**src/rtl/aud_session_ctrl.sv**
```systemverilog
// Session sequencer for the audio record/playback path.
// Turns debounced key pulses into registered one-cycle recorder/player
// commands, owns the recorded length, the playback address counter with
// fast (skip) / slow (repeat) speed stepping, and the SRAM owner select.
module aud_session_ctrl #(
  parameter int ADDR_W    = 20,
  parameter int MAX_SPEED = 8
) (
  input  logic              i_clk,
  input  logic              i_rst_n,      // active-high synchronous reset
  input  logic              i_key_rec,
  input  logic              i_key_play,
  input  logic              i_key_pause,
  input  logic              i_key_stop,
  input  logic [3:0]        i_speed,
  input  logic              i_fast,
  input  logic [ADDR_W-1:0] i_rec_addr,
  input  logic              i_rec_full,
  input  logic              i_play_next,
  output logic              o_rec_start,
  output logic              o_rec_pause,
  output logic              o_rec_stop,
  output logic              o_play_start,
  output logic              o_play_pause,
  output logic              o_play_stop,
  output logic [ADDR_W-1:0] o_play_addr,
  output logic [ADDR_W-1:0] o_end_addr,
  output logic              o_sram_sel,
  output logic [2:0]        o_state
);

  localparam logic [2:0] ST_IDLE       = 3'd0;
  localparam logic [2:0] ST_REC        = 3'd1;
  localparam logic [2:0] ST_REC_PAUSE  = 3'd2;
  localparam logic [2:0] ST_PLAY       = 3'd3;
  localparam logic [2:0] ST_PLAY_PAUSE = 3'd4;

  localparam logic [3:0] SPEED_MAX = 4'(MAX_SPEED);

  // Registered state
  logic [2:0]        state_reg,      state_next;
  logic [ADDR_W-1:0] play_addr_reg,  play_addr_next;
  logic [ADDR_W-1:0] end_addr_reg,   end_addr_next;
  logic [3:0]        rpt_cnt_reg,    rpt_cnt_next;
  logic              sram_sel_reg,   sram_sel_next;

  // Command pulses: {rec_start, rec_pause, rec_stop, play_start, play_pause, play_stop}
  logic [5:0]        cmd_reg,        cmd_next;

  // Address stepping helpers
  logic [3:0]        speed_eff;
  logic [ADDR_W:0]   step_amt;
  logic [ADDR_W:0]   step_addr;
  logic              past_end;
  logic              slow_wrap;

  // Clamp the requested speed into 1..MAX_SPEED
  always_comb begin
    speed_eff = i_speed;
    if (i_speed == 4'd0) begin
      speed_eff = 4'd1;
    end else if (i_speed > SPEED_MAX) begin
      speed_eff = SPEED_MAX;
    end
  end

  // One extra bit so a step beyond the top of SRAM is still seen as past the end
  assign step_amt  = i_fast ? {{(ADDR_W-3){1'b0}}, speed_eff} : {{ADDR_W{1'b0}}, 1'b1};
  assign step_addr = {1'b0, play_addr_reg} + step_amt;
  assign past_end  = step_addr > {1'b0, end_addr_reg};
  // >= keeps the repeat counter sane if the speed is lowered mid-playback
  assign slow_wrap = rpt_cnt_reg >= (speed_eff - 4'd1);

  // Next-state, command and datapath decode
  always_comb begin
    state_next     = state_reg;
    play_addr_next = play_addr_reg;
    end_addr_next  = end_addr_reg;
    rpt_cnt_next   = rpt_cnt_reg;
    cmd_next       = 6'b000000;

    case (state_reg)
      ST_IDLE: begin
        // Pause/stop have nothing to act on here; rec wins over play.
        if (i_key_rec) begin
          state_next    = ST_REC;
          cmd_next[5]   = 1'b1;
          end_addr_next = '0;
        end else if (i_key_play && (end_addr_reg != '0)) begin
          state_next     = ST_PLAY;
          cmd_next[2]    = 1'b1;
          play_addr_next = '0;
          rpt_cnt_next   = 4'd0;
        end
      end

      ST_REC: begin
        // Length follows the recorder, including the edge that stops it.
        end_addr_next = i_rec_addr;
        if (i_key_stop || i_rec_full) begin
          state_next  = ST_IDLE;
          cmd_next[3] = 1'b1;
        end else if (i_key_pause) begin
          state_next  = ST_REC_PAUSE;
          cmd_next[4] = 1'b1;
        end
      end

      ST_REC_PAUSE: begin
        if (i_key_stop) begin
          state_next  = ST_IDLE;
          cmd_next[3] = 1'b1;
        end else if (i_key_pause) begin
          state_next  = ST_REC_PAUSE;
        end else if (i_key_rec) begin
          // Resume appends: the recorded length is kept.
          state_next  = ST_REC;
          cmd_next[5] = 1'b1;
        end
      end

      ST_PLAY: begin
        if (i_key_stop) begin
          state_next  = ST_IDLE;
          cmd_next[0] = 1'b1;
        end else if (i_key_pause) begin
          state_next  = ST_PLAY_PAUSE;
          cmd_next[1] = 1'b1;
        end else if (i_play_next) begin
          if (i_fast || slow_wrap) begin
            if (past_end) begin
              // End of recording: address holds at the last valid sample.
              state_next  = ST_IDLE;
              cmd_next[0] = 1'b1;
            end else begin
              play_addr_next = step_addr[ADDR_W-1:0];
              rpt_cnt_next   = 4'd0;
            end
          end else begin
            rpt_cnt_next = rpt_cnt_reg + 4'd1;
          end
        end
      end

      ST_PLAY_PAUSE: begin
        if (i_key_stop) begin
          state_next  = ST_IDLE;
          cmd_next[0] = 1'b1;
        end else if (i_key_pause) begin
          state_next  = ST_PLAY_PAUSE;
        end else if (i_key_play) begin
          state_next  = ST_PLAY;
          cmd_next[2] = 1'b1;
        end
      end

      default: begin
        state_next = ST_IDLE;
      end
    endcase
  end

  // Player owns SRAM whenever a playback session is open
  always_comb begin
    sram_sel_next = (state_next == ST_PLAY) || (state_next == ST_PLAY_PAUSE);
  end

  // State and datapath registers; reset drops any session without a stop pulse
  always_ff @(posedge i_clk) begin
    if (i_rst_n) begin
      state_reg     <= ST_IDLE;
      play_addr_reg <= '0;
      end_addr_reg  <= '0;
      rpt_cnt_reg   <= 4'd0;
      sram_sel_reg  <= 1'b0;
      cmd_reg       <= 6'b000000;
    end else begin
      state_reg     <= state_next;
      play_addr_reg <= play_addr_next;
      end_addr_reg  <= end_addr_next;
      rpt_cnt_reg   <= rpt_cnt_next;
      sram_sel_reg  <= sram_sel_next;
      cmd_reg       <= cmd_next;
    end
  end

  assign o_rec_start  = cmd_reg[5];
  assign o_rec_pause  = cmd_reg[4];
  assign o_rec_stop   = cmd_reg[3];
  assign o_play_start = cmd_reg[2];
  assign o_play_pause = cmd_reg[1];
  assign o_play_stop  = cmd_reg[0];
  assign o_play_addr  = play_addr_reg;
  assign o_end_addr   = end_addr_reg;
  assign o_sram_sel   = sram_sel_reg;
  assign o_state      = state_reg;

endmodule

```
**config.mk**
```make
export PLATFORM = sky130hd
export DESIGN_NAME = aud_session_ctrl
export DESIGN_NICKNAME = d
export VERILOG_FILES = /design/src/rtl/aud_session_ctrl.sv
export SDC_FILE = /design/constraint.sdc
export NUM_CORES = 1
export LEC_CHECK = 0
export CORE_UTILIZATION = 25
export DETAILED_ROUTE_END_ITERATION = 8
export PLACE_DENSITY_LB_ADDON = 0.1
export SLEW_MARGIN = 20
export SYNTH_ARGS = -nofsm -noshare
export SYNTH_HDL_FRONTEND = slang
export SYNTH_SLANG_ARGS = --single-unit
```
**constraint.sdc**
```tcl
create_clock -name i_clk -period 13.42 [get_ports i_clk]
set_clock_uncertainty 0.1 [all_clocks]
set_input_delay 2.013 -clock i_clk [delete_from_list [all_inputs] [get_ports i_clk]]
set_output_delay 2.013 -clock i_clk [all_outputs]
set_load 0.03 [all_outputs]
```
==> impl_metrics.tcl <==
set metrics [dict create \
    cts-resized-gates 0 \
    post-route-drc-count 0 \
    io_pins 83 \
    synth_top_area_share_pct 30.4 \
    powerDensity_nw_per_um2 93.5 \
    rsz0062_at_grt "no" \
    synth_top_area_cell "dfxtp_1" \
    place_area_um2 4540 \
    setup_tns_ns 0 \
    die_area_um2 14700 \
    syn_inst 434 \
    mostFrequentLayoutCells "clkdlybuf4s50_1 (81), dfxtp_1 (54), nor2_1 (45)" \
    fmax_mhz 144 \
    max_stage_delay_ns 0.46 \
    leakage_nw 1.71 \
    wl_mm 11.1 \
    setup_viol 0 \
    cts_tree "done" \
    post_cts_buffers 0 \
    cp-start-kind "input pin" \
    fp-row-count 43 \
    async_flop_share_pct 0 \
    syn_area_um2 3550 \
    synth_seq_area_share_pct 30.4 \
    crit_slowest_cell "clkdlybuf4s50_1" \
    grt-ovfl-total 0 \
    track_usage_pct 15.8 \
    cp_max_fo 28 \
    fin_cells 688 \
    ys_ff_latch 54 \
    dp.cells 679 \
    hp-class "reg -> reg" \
    finalHoldViolCount 0 \
    critPathKind "in -> reg" \
    gp_congestion 0.798 \
    cts_inserted_buffers 5 \
    tightest_slew_ns 0.909 \
    required_ns 13.51 \
    layout_worst_path_cycle_share_pct 51.6 \
    drv_slew 0 \
    io_buffers 82 \
    syn_area_per_cell_um2 8.18 \
    min_period_ns 6.92 \
    viasPerCell 4.96 \
    path_cells "clkdlybuf4s50_1 -> o21bai_1 -> nand2_1 -> ha_1 -> inv_1 -> fa_1 -> nor2b_1 -> o21a_1 -> nor2_1 -> nor3_1 -> nand4_1 -> nor2_1 -> xor2_1 -> ha_1 -> nand4_1 -> a21oi_1 -> or2b_1 -> mux2i_1 -> o21ai_4 -> a21oi_4 -> mux2_1" \
    critPathBufInv 2 \
    synthDistinctLibCells 58 \
    layout_commonest_cell "clkdlybuf4s50_1" \
    firstDrtPassIters 4 \
    core_um2 13900 \
    synth_flop_cell "dfxtp_1" \
    cp-end-kind "register" \
    nets 571 \
    die_width_um 121 \
    routed-via-count 3413 \
    fill_cells 1454 \
    grt_max_degree 60 \
    multi_input_area_um2 2280 \
    synth_area_leaders "dfxtp_1 (30%), ha_1 (11%), nor2_1 (4.8%), a22oi_1 (4.6%), a21oi_1 (4.1%)" \
    synth_edf_count 0 \
    ir_worst_vdd_mv 0.0380 \
    antenna_found_initial 0 \
    fp.dieH_um 121 \
    clk_path_buf_depth 2 \
    dpl_worst_slack_ns 6.21 \
    drt-initial-drc-count 212 \
    clock_latency_ns 0.31 \
    syn2layout_area_growth_pct 32.6 \
    regArea_um2 1080 \
    crit_family "simple AND/OR/NAND/NOR gates" \
    path_clk_slew_ns 0.07 \
    initial_core_util_pct 25.6 \
    synth_warnings 0 \
    syn_nets 498 \
    avgRoutedWirePerCell_um 16.1 \
    crit_arrival_ns 7.01 \
    holdWs_ns 0.416 \
    ant_nets 0 \
    grt_pass1_wl_mm 18.0 \
    cap_viol_max_count 0 \
    ctsHoldBuffers 0 \
    drive_above_1_share_pct 4.53 \
    finalPower_mw 0.440 \
    diodes 0 \
    htreeDepth 2 \
    design_area_um2 4710 \
    final_core_util_pct 33.9 \
    fin_ws_ns 6.50 \
    status "finished clean" \
    dp_hpwl_mm 8.42 \
    cts_root_buffer "clkbuf_16" \
    grt_pass1_vias 3372 \
    relSlewSlack_pct 38.8 \
    cts_sinks 54 \
]
[synthesized netlist by cell type (3+ instances only)]
cell	count
xor2_1	4
a31oi_1	3
nand3b_1	3
clkbuf_1	17
and2_1	3
nand4_1	9
nor2b_1	3
o311ai_0	9
a22oi_1	22
inv_1	30
a21o_1	4
nand2_1	19
nor3_1	16
a21oi_1	29
o21ai_0	7
xnor2_1	14
nand2b_1	11
o21a_1	3
and3_1	7
or2_2	3
ha_1	30
a211oi_1	3
dfxtp_1	54
nor2_1	45
or4_1	9
or3_1	5
nand3_1	18
nor4_1	11
mux2i_1	7
[report_power, final]
part	internal, mW	total [mW]	switching [mW]	leakage (nW)
Sequential	0.167	0.177	0.00929	0.438
Clock	0.0752	0.141	0.0654	0.0735
Combinational	0.0487	0.123	0.0742	1.20
Total	0.291	0.440	0.149	1.71
[final cells by class]
class	count	area share, %
well taps	180	4.78
inverters	30	2.39
clock buffers	6	2.95
clock inverters	2	0.345
repair buffers	86	18.2
multi-input cells	330	48.4
flip-flops and latches	54	22.9
[logic make-up after synthesis]
| group | share of synthesized area (%) |
|---|---|
| AOI/OAI and AO/OA | 20.2 |
| xor gates and xnor gates | 4.44 |
| adders and majority gates | 11.1 |
| buffers and inverters | 5.57 |
| DFF | 30.4 |
| muxes | 2.29 |
| other | 0.106 |
| and+or+nand+nor | 25.8 |
[worst reg2reg max path: stages (launching register included)]
cell and delay (ns):
dfxtp_1 0.38, ha_1 0.21, inv_1 0.06, fa_1 0.40
nor2b_1 0.14, o21a_1 0.18, nor2_1 0.10, nor3_1 0.38
nand4_1 0.31, nor2_1 0.19, xor2_1 0.17, ha_1 0.26
nand4_1 0.09, a21oi_1 0.06, or2b_1 0.23, mux2i_1 0.39
o21ai_4 0.27, a21oi_4 0.43, mux2_1 0.36
[path summary, 6_finish.rpt]
kind,startpoint,endpoint,slack (ns),depth (start not counted)
max reg2reg,o_play_addr[0]$_SDFFE_PP0P_,o_play_addr[1]$_SDFFE_PP0P_,8.58,18
max,i_speed[3],o_play_addr[1]$_SDFFE_PP0P_,6.50,21
min reg2reg,o_play_addr[0]$_SDFFE_PP0P_,o_play_addr[0]$_SDFFE_PP0P_,0.42,2
min,o_play_addr[0]$_SDFFE_PP0P_,o_play_addr[0]$_SDFFE_PP0P_,0.42,2
[per-layer routing]
| layer | global-route usage, % | routed length, um | vias to the layer above |
|---|---|---|---|
| met4 | 4.24 | 136 | 0 |
| met3 | 2.54 | 390 | 9 |
| met1 | 21.8 | 5500 | 1602 |
| li1 | - | - | 1748 |
| met2 | 25.4 | 5040 | 54 |
| met5 | 0 | 0 | - |
Note: power is estimated with default switching activity, not from simulation.
